## src/rtl/branch_target_buffer.sv

```systemverilog
// -----------------------------------------------------------------------------
// branch_target_buffer
//
// Fetch-stage branch predictor and target buffer. A direct-mapped table of
// ENTRIES entries, each holding {valid, tag, target, 2-bit saturating counter},
// is looked up combinationally with the fetch PC. The table is trained by the
// execute-stage prediction checker.
//
// Optional feature macro: BTB_STATS_EN
//   defined   -> lookup / hit / mispredict performance counters are built
//   undefined -> counters are absent, stat_* outputs are tied to 0 and
//                misprediction / stat_clr are ignored
//
// Ports:
//   clk, rst_n        clock, asynchronous active-low reset
//   if_pc             fetch PC to look up
//   prediction        predicted taken for if_pc
//   btb_out           predicted next PC for if_pc
//   resolve_valid     a branch/jump resolves in EX this cycle
//   resolve_pc        PC of the resolving instruction
//   resolve_jump      resolving instruction is JAL/JALR
//   resolve_taken     branch outcome (ignored for jumps)
//   resolve_target    computed target
//   load_btb          checker request to (re)allocate the entry
//   misprediction     checker mispredict flag (statistics only)
//   stat_clr          synchronous clear of the statistics counters
//   stat_lookups, stat_hits, stat_mispredicts   performance counters
// -----------------------------------------------------------------------------
module branch_target_buffer #(
  parameter int ENTRIES = 16
) (
  input  logic        clk,
  input  logic        rst_n,
  input  logic [31:0] if_pc,
  output logic        prediction,
  output logic [31:0] btb_out,
  input  logic        resolve_valid,
  input  logic [31:0] resolve_pc,
  input  logic        resolve_jump,
  input  logic        resolve_taken,
  input  logic [31:0] resolve_target,
  input  logic        load_btb,
  input  logic        misprediction,
  input  logic        stat_clr,
  output logic [31:0] stat_lookups,
  output logic [31:0] stat_hits,
  output logic [31:0] stat_mispredicts
);

  localparam int IDX = $clog2(ENTRIES);
  localparam int TAG = 32 - IDX - 2;

  logic             valid_q  [ENTRIES];
  logic [TAG-1:0]   tag_q    [ENTRIES];
  logic [31:0]      target_q [ENTRIES];
  logic [1:0]       ctr_q    [ENTRIES];

  // Lookup path: purely combinational from if_pc and registered state, so an
  // update landing this edge is not seen until the next cycle (no bypass).
  logic [IDX-1:0] if_idx;
  logic [TAG-1:0] if_tag;
  logic           hit;

  assign if_idx     = if_pc[IDX+1:2];
  assign if_tag     = if_pc[31:IDX+2];
  assign hit        = valid_q[if_idx] && (tag_q[if_idx] == if_tag);
  assign prediction = hit && ctr_q[if_idx][1];
  assign btb_out    = prediction ? target_q[if_idx] : if_pc + 32'd4;

  // Update path
  logic [IDX-1:0] rs_idx;
  logic [TAG-1:0] rs_tag;
  logic           rs_hit;
  logic           rs_t;

  assign rs_idx = resolve_pc[IDX+1:2];
  assign rs_tag = resolve_pc[31:IDX+2];
  assign rs_hit = valid_q[rs_idx] && (tag_q[rs_idx] == rs_tag);
  assign rs_t   = resolve_jump | resolve_taken;

  // NOTE: the table is built from flops, not a RAM macro, because every entry
  // must come out of reset invalid with ctr=01; a RAM cannot be reset in one go.
  always_ff @(posedge clk or negedge rst_n) begin
    if (!rst_n) begin
      for (int i = 0; i < ENTRIES; i++) begin
        valid_q[i]  <= 1'b0;
        tag_q[i]    <= '0;
        target_q[i] <= '0;
        ctr_q[i]    <= 2'b01;
      end
    end else if (resolve_valid) begin
      if (load_btb) begin
        valid_q[rs_idx]  <= 1'b1;
        tag_q[rs_idx]    <= rs_tag;
        target_q[rs_idx] <= resolve_target;
        ctr_q[rs_idx]    <= resolve_jump ? 2'b11 : (rs_t ? 2'b10 : 2'b01);
      end else if (rs_hit) begin
        if (rs_t) begin
          if (ctr_q[rs_idx] != 2'b11) ctr_q[rs_idx] <= ctr_q[rs_idx] + 2'b01;
        end else begin
          if (ctr_q[rs_idx] != 2'b00) ctr_q[rs_idx] <= ctr_q[rs_idx] - 2'b01;
        end
      end
    end
  end

`ifdef BTB_STATS_EN
  logic unused_pc_bits;
  assign unused_pc_bits = ^{if_pc[1:0], resolve_pc[1:0]};

  always_ff @(posedge clk or negedge rst_n) begin
    if (!rst_n) begin
      stat_lookups     <= '0;
      stat_hits        <= '0;
      stat_mispredicts <= '0;
    end else if (stat_clr) begin
      stat_lookups     <= '0;
      stat_hits        <= '0;
      stat_mispredicts <= '0;
    end else begin
      if (stat_lookups != 32'hFFFF_FFFF)
        stat_lookups <= stat_lookups + 32'd1;
      if (hit && stat_hits != 32'hFFFF_FFFF)
        stat_hits <= stat_hits + 32'd1;
      if (misprediction && stat_mispredicts != 32'hFFFF_FFFF)
        stat_mispredicts <= stat_mispredicts + 32'd1;
    end
  end
`else
  logic unused_pc_bits;
  assign unused_pc_bits = ^{if_pc[1:0], resolve_pc[1:0], misprediction, stat_clr};

  assign stat_lookups     = '0;
  assign stat_hits        = '0;
  assign stat_mispredicts = '0;
`endif

endmodule

```

## config.mk

```make
export PLATFORM = sky130hd
export DESIGN_NAME = branch_target_buffer
export DESIGN_NICKNAME = d
export VERILOG_FILES = /design/src/rtl/branch_target_buffer.sv
export SDC_FILE = /design/constraint.sdc
export NUM_CORES = 2
export LEC_CHECK = 0
export ABC_CLOCK_PERIOD_IN_PS = 9600
export CAP_MARGIN = 20
export CORE_ASPECT_RATIO = 2
export CORE_MARGIN = 2
export CORE_UTILIZATION = 60
export CTS_CLUSTER_SIZE = 16
export DETAILED_ROUTE_END_ITERATION = 8
export DONT_BUFFER_PORTS = 1
export PLACE_DENSITY = 0.75
export SLEW_MARGIN = 20
export SYNTH_ARGS = -nofsm -noshare
export SYNTH_HDL_FRONTEND = slang
export SYNTH_SLANG_ARGS = --single-unit
```

## constraint.sdc

```tcl
create_clock -name clk -period 9.6 [get_ports clk]
set_input_delay 1.92 -clock clk [delete_from_list [all_inputs] [get_ports clk]]
set_output_delay 1.92 -clock clk [all_outputs]
set_load 0.02 [all_outputs]
```

# Word level (Yosys, flattened, before mapping)
# Index checks and enable logic that the tools add are counted.
[word_totals] in_bits=104 output_inout_bits=129 ff_bits=976 wordCells=129
[classes] eq_ne=4 n_reduce_logical=9 n_lt_le_gt_ge=3 muxes=42 n_addsub=3 bitwise=4
[op_table] op="512-bit bitwise mux" count=1
[op_table] op="416-bit bitwise mux" count=1
[op_table] op="32-bit 2-to-1 mux" count=9
[op_table] op="26-bit binary-select mux with 4-bit select" count=2
[op_table] op="26-bit 2-to-1 mux" count=5
[op_table] op="32-bit binary-select mux with 4-bit select" count=1
[op_table] op="32-bit demux with 4-bit select" count=1
[op_table] op="26-bit demux with 4-bit select" count=1
[op_table] op="32-bit bitwise mux" count=3
[op_table] op="26-bit equality test" count=2
[op_table] op="32-bit by 3-bit adder with 32-bit output (second input constant)" count=1
[op_table] op="2-bit binary-select mux with 4-bit select" count=2
[op_table] op="16-bit OR" count=1
[op_table] op="2-bit 2-to-1 mux" count=7
[op_table] op="5-bit >= comparator (second input constant)" count=2
[op_table] op="4-bit NOT with 5-bit output" count=2
[op_table] op="1-bit binary-select mux with 4-bit select" count=2
[op_table] op="2-bit demux with 4-bit select" count=1
[op_table] op="5-bit by 1-bit < comparator with 1-bit output (second input constant)" count=1
[op_table] op="1-bit 2-to-1 mux" count=5
[op_table] op="1-bit demux with 4-bit select" count=1
[op_table] op="1-bit logical AND" count=4
[op_table] op="4-bit AND reduction" count=1
[op_table] op="2-bit nonzero test" count=2
[op_table] op="7 further kinds" count=7

# Longest topological paths before layout
[depth] word_depth=10 mapped_depth=16

# Least setup slack after synthesis
# Ideal clock, no wire load.
[synth_path] path_kind="input -> output" start="in if_pc[2]" end="out prediction" required_time_ps=7680 path_buffers=3 setup_slack_ps=2771 stages=10 arrival_ps=4909 path_cell_list="buf_2 -> buf_2 -> buf_2 -> mux4_2 -> mux4_2 -> xnor2_1 -> nand4_1 -> nor3_1 -> nand3_1 -> nor4_1"
[synth_between] elab_chain_len=7 word_cells_on_any_way=13 cone_classes="eq/ne: 1; mux: 9; bitwise: 1; reduce/logical: 2"
[synth_rtl] item="start, declared" line="34" rtl="input logic [31:0] if_pc,"
[synth_rtl] item="4-bit NOT with 5-bit output (implied by the code) *" line="66, 67"
[synth_rtl] item="26-bit binary-select mux with 4-bit select" line="66" rtl="assign hit = valid_q[if_idx] && (tag_q[if_idx] == if_tag);"
[synth_rtl] item="26-bit 2-to-1 mux (implied by the code) (2 in a row)" line="66"
[synth_rtl] item="26-bit equality test" line="66"
[synth_rtl] item="1-bit logical AND" line="66"
[synth_rtl] item="1-bit logical AND *" line="67" rtl="assign prediction = hit && ctr_q[if_idx][1];"
[synth_rtl] item="end, declared" line="35" rtl="output logic prediction,"
# Mark *: on every way between the ends. The rest lies on a longest branch, timed or not. The select of a mux whose other input is x is not followed.

# Worst setup path in the final report
[layout_path] start="in if_pc[2]" end="out btb_out[9]"
[layout_between] elab_chain_len=8 word_cells_on_any_way=18 cone_classes="add/sub: 1; eq/ne: 1; mux: 13; bitwise: 1; reduce/logical: 2"
[layout_rtl] item="4-bit NOT with 5-bit output (implied by the code)" line="66, 67, 68"
[layout_rtl] item="26-bit binary-select mux with 4-bit select" line="66"
[layout_rtl] item="26-bit 2-to-1 mux (implied by the code) (2 in a row)" line="66"
[layout_rtl] item="26-bit equality test" line="66"
[layout_rtl] item="1-bit logical AND" line="66"
[layout_rtl] item="1-bit logical AND" line="67"
[layout_rtl] item="32-bit 2-to-1 mux *" line="68" rtl="assign btb_out = prediction ? target_q[if_idx] : if_pc + 32'd4;"
[layout_rtl] item="end, declared" line="36" rtl="output logic [31:0] btb_out,"
# Marked as above.

==> reports/metrics.cfg <==
[run_status]
run_status=finished, final reports clean

[timing]
period_needed_ps=7163
max_freq_mhz=139.6
relSlewSlack_pct=29.64
skew_ps=38.15
setup_viol=0
finalHoldViolCount=0
slew_viol_final=0
post-route-period-util_pct=74.62
worstMarginPinSlew_ps=1048
hold-worst-slack_ps=502.2
setup_tns_ps=0
grt_setup_unrepaired=no

[synthesis]
yosysTopAreaCell=dfrtp_1
synth_area_um2=49840
yosysMostFrequentCell=mux2_2
synth_top_family_by_area=multiplexers
syn-instance-count=3282
synth_mux_area_share_pct=41.14
synth_cell_type_count=55
syn_area_per_cell_um2=15.19
synthAdderAreaFrac_pct=0.07531
synth_edf_count=0
synth_common_cells=996 x mux2_2, 960 x dfrtp_1, 360 x mux4_2
yosys.area.top_type_share_pct=48.20
synth_compound_area_share_pct=1.931
synth_simple_gate_area_share_pct=2.134
ys_ff_latch=976
synth_top_flop_cell=dfrtp_1
yosys-top-cells-area=dfrtp_1 48%, mux2_2 23%, mux4_2 16%, mux2i_1 2.3%, buf_4 1.6%
async_flop_share_pct=100.0
synthXorXnorAreaFrac_pct=1.582
ys_seq_area_share_pct=49.04
synth_warnings=0

[clock_tree]
insertion_delay_ps=700
hold_buffers=0
cts_tree=done
cts_resized=0
clk_pin_slew_ps=60
cts-root-buf=clkbuf_16
ctsHtreeMaxLevel=3
clk_path_buf_depth=3
cts_made_buffers=87
cts_setup_buffers=0
clock-sinks=976

[setup_path]
worstSetupEndpointType=output pin
reg2reg_from=ctr_q[17]$_DFFE_PN0P_
worstPathRequired_ps=7680
crit_start=if_pc[2]
cpPeakStageDelay_ps=790
criticalPathCategory=input pin to output pin
cp.arrival_ps=5240
crit_path_start_kind=input pin
path_cells=mux4_2 > mux4_2 > xnor2_1 > nand4_1 > nor3_1 > nand4_1 > buf_4 > mux2_2
path_max_fanout=251
crit_path_top_delay_cell=mux4_2

[run]
max_cap_viol_count=0

[layout]
drive_gt1_share_pct=50.75
nets=3217
diodes=0
layout.cells.non_filler=4241
syn_to_final_growth_pct=6.683
final_area_um2=53170

[drt]
drc=0
wire_per_inst_um=31.61
wirelength_um=134100
viasPerCell=6.888
num_vias=29210
dr.pass1.iters=5
drt_iter0_drc=2103
ant_nets=0

[die]
initial_core_util_pct=60.48
io_pins=233
die_h_um=411.6
die_x_um=207.8
row_count=149
die_area_um2=85530
core-area_um2=82400

[placed_design]
numPortBuffers=0
gp_congestion=0.9201
dp.cells=4071
dp_hpwl_um=78560
place_area_um2=49900

[global_routing]
grt_pass1_wl_um=201900
grt_overflow=0
grt_max_degree=977
grt_use_met2_pct=53.91
use_met1_pct=38.27
gr-usage-met3_pct=6.068
top_usage_layer=met2
grt_pass1_vias=31750
antenna_found_initial=2
track_usage_pct=31.78

[worst_hold_path]
hold_path.class=flip-flop to flip-flop
min_from=target_q[183]$_DFFE_PN0P_

[pwr]
p_leak_nw=23.02
irDropWorstVdd_v=0.0001848
p_per_area_nw_per_um2=214.4
p_total_mw=11.40

-- worst max-delay path: cells and delay by family --
kind                   cells  cell delay (ps)
XOR/XNOR                   1              180
buffers and inverters      1              500
multiplexers               3             1910
AND/OR/NAND/NOR            3              240
-- report_power, final --
group	leakage [nW]	internal (mW)	switching, mW
Combinational	9.10	1.33	0.789
Clock	1.51	2.15	1.65
Sequential	12.4	4.95	0.535
-- layout make-up --
cell class,instances,area (um^2)
timing repair buffer,45,455.4
tap,1057,1323
clock inverter,48,713.2
fill,5853,29230
clock buffer,115,2382
multi-input combinational,1992,23820
inverter,8,30.03
sequential,976,24440
-- cell usage in the layout, fill, tap and decap left out, types with 7 or more instances in the layout --
cell type	count
mux2_2	996
dfrtp_1	960
mux4_2	360
mux2i_1	117
conb_1	96
clkbuf_16	87
xnor2_1	69
nand2_1	50
buf_4	38
nand3_1	25
a22oi_1	23
xor2_1	20
nor2_1	19
clkinv_2	19
nand4_1	18
o21ai_0	18
clkbuf_1	18
a21oi_1	17
dfstp_2	16
or2_2	15
and3_1	14
bufinv_16	14
nor3_2	12
nor2b_1	11
a211oi_1	11
nand2b_1	10
clkbuf_8	10
a211oi_2	9
nor3_1	8
inv_1	7
a22o_1	7
a221oi_1	7
-- cell families (layout without fill, tap and decap cells) --
logic type | Yosys count | in the layout
AO/OA/AOI/OAI | 123 | 123
XOR/XNOR | 90 | 90
adder cells (fa/ha/maj) | 3 | 3
buffers and inverters | 409 | 216
flip-flops | 976 | 976
multiplexers | 1474 | 1474
other | 1 | 96
AND/OR/NAND/NOR | 206 | 206
-- per-stage QoR --
stage	setup WS, ps	util (%)
6_report	2437	64.53
5_1_grt	2470	64.53
3_5_place_dp	2728	60.55
3_3_place_gp	2575	60.55
4_1_cts	2712	64.31
2_1_floorplan	2771	-
-- final timing paths --
check | to | slack, ps | cells past startpoint
max in group asynchronous | target_q[26]$_DFFE_PN0P_ | 5690 | 4
min reg2reg | target_q[183]$_DFFE_PN0P_ | 500 | 1
min in group asynchronous | tag_q[354]$_DFFE_PN0P_ | 920 | 0
min | target_q[183]$_DFFE_PN0P_ | 500 | 1
max reg2reg | ctr_q[19]$_DFFE_PN0P_ | 4950 | 10
max | btb_out[9] | 2440 | 8
-- registers in the layout, indices dropped and copies added, names as in the netlist --
signal,cells
tag_q,416
ctr_q,32
target_q,512
valid_q,16
-- routing by layer --
layer	part of all wire (%)	routed length, um	vias to the layer above
met5	0.0082	11	-
met4	6.0	8057	2
met2	51	68010	1126
met3	6.6	8813	357
met1	37	49160	15960
li1	-	-	11770
Power figures use the tool's default switching activity.
==> variant (config.mk and constraints unchanged) <==
Add a define of `BTB_STATS_EN`.
--- a/src/rtl/branch_target_buffer.sv
+++ b/src/rtl/branch_target_buffer.sv
@@ -26,6 +26,8 @@
 //   stat_clr          synchronous clear of the statistics counters
 //   stat_lookups, stat_hits, stat_mispredicts   performance counters
 // -----------------------------------------------------------------------------
+`define BTB_STATS_EN
+
 module branch_target_buffer #(
   parameter int ENTRIES = 16
 ) (
Function: not settled (the Yosys comparison gave no result); the edit may change what the design does.
==> variant against the unedited design <==
Total power is 4.8% higher. First-iteration DRC count rose by 41%. Routed wire length up 22%. Area after synthesis is 10% higher. Design area up 9.9%. Sequential cell count up 96. Critical path depth rose by 1. Setup slack got worse by 1.0 ns. Non-clock buffer count shrank 5. Critical endpoint is now btb_out[2]. Highest routed layer unchanged.
==> variant: results (changes against the unedited design) <==
[status]
status = finished, final reports clean

[placement]
place_hpwl_mm = 101  ; +28%
dp.cells = 4870  ; +20%
detailed_place.area_mm2 = 0.0552  ; +11%

[power_and_ir_drop]
sw_frac_of_total_pct = 26.7  ; +0.63 points
vdd.ir_drop.worst_mv = 0.173  ; -6.2%
p_seq_mw = 5.87  ; +6.9%

[setup_path]
worst_flop_to_flop_path_endpoint = ctr_q[7]
r2r-start = ctr_q[9]
crit_end = btb_out[2]
timing.reg2reg.setup_slack_ns = 5.42  ; +0.47 ns
crit_start = if_pc[3]

[logic_synthesis]
yosysSeqAreaShare_pct = 48.9  ; -0.10 points
most_common_cell_in_the_netlist = sky130_fd_sc_hd__dfrtp_1
synth.avg_cell_area_um2 = 13.8  ; -9.4%
synth.lib_cells_used.distinct = 83  ; +51%
synth-compound-area-share_pct = 4.24  ; +2.3 points
post_synth_most_frequent_cells = sky130_fd_sc_hd__dfrtp_1 (1056), sky130_fd_sc_hd__mux2_2 (959), sky130_fd_sc_hd__mux4_2 (326)
synthXorXnorAreaFrac_pct = 1.80  ; +0.22 points
synth_fa_ha_area_share_pct = 0.137  ; +0.062 points
yosys-mux-area-fraction_pct = 36.2  ; -5.0 points

[grt]
initial_antenna_violation_count = 10  ; +8
track_usage_pct = 35.2  ; +3.5 points
grtUsageMet3_pct = 10.1  ; +4.0 points
grt_start_max_net_pins = 1073  ; +9.8%
grt_pass1_wl_mm = 241  ; +19%
grtUsageMet2_pct = 56.7  ; +2.8 points
use_met1_pct = 40.5  ; +2.2 points

[detailed_routing]
routedLengthMet1_mm = 56.8  ; +16%
drtPass1Iterations = 6  ; +1
wire_length_on_met3_mm = 14.7  ; +66%
route.met2.wl_mm = 78.6  ; +16%
final_wl_mm = 164  ; +22%
drt_iter0_markers = 2963  ; +41%

[cts]
clock_insertion_delay_worst_skew_ns = 0.72  ; +0.02 ns
cts_made_buffers = 94  ; +8.0%

[layout]
drive_gt1_share_pct = 39.9  ; -11 points
top_regs = target_q x512, tag_q x416
final_net_count = 3898  ; +21%

[worst_hold_path]
holdCritStartpoint = valid_q[4]
hold_path_sink = valid_q[4]

[sta]
timing.final.crit_period_ns = 8.19  ; +1.03 ns
timing.clock.skew_ns = 0.0291  ; -0.00905 ns

## variant: critical path: stages
cell and delay, ns:
sky130_fd_sc_hd__mux4_2 0.90, sky130_fd_sc_hd__and4_1 0.22, sky130_fd_sc_hd__a2111oi_1 1.01, sky130_fd_sc_hd__a21oi_1 0.19, sky130_fd_sc_hd__o211ai_1 0.21, sky130_fd_sc_hd__or2_1 0.23
sky130_fd_sc_hd__nor4_4 0.07, sky130_fd_sc_hd__buf_4 0.29, sky130_fd_sc_hd__o21ai_0 0.59
## variant: cells by family (layout without fill, tap and decap cells)
family          after synthesis  in the layout
fa+ha+maj                     6              6
flops                      1072           1072
mux                        1447           1447
other cells                   0              3
buf+inv                     374            244
simple gates                617            617
compound gates              357            357
xor+xnor                    113            113
## variant: layout make-up
class,instances,area [um^2]
clock buffers,141,2800
well taps,1185,1480
repair buffers,40,440
multi-input cells,2540,26500
diodes,3,7.51
clock inverters,23,216
fillers,6747,32100
flip-flops and latches,1072,26800
inverters,40,153
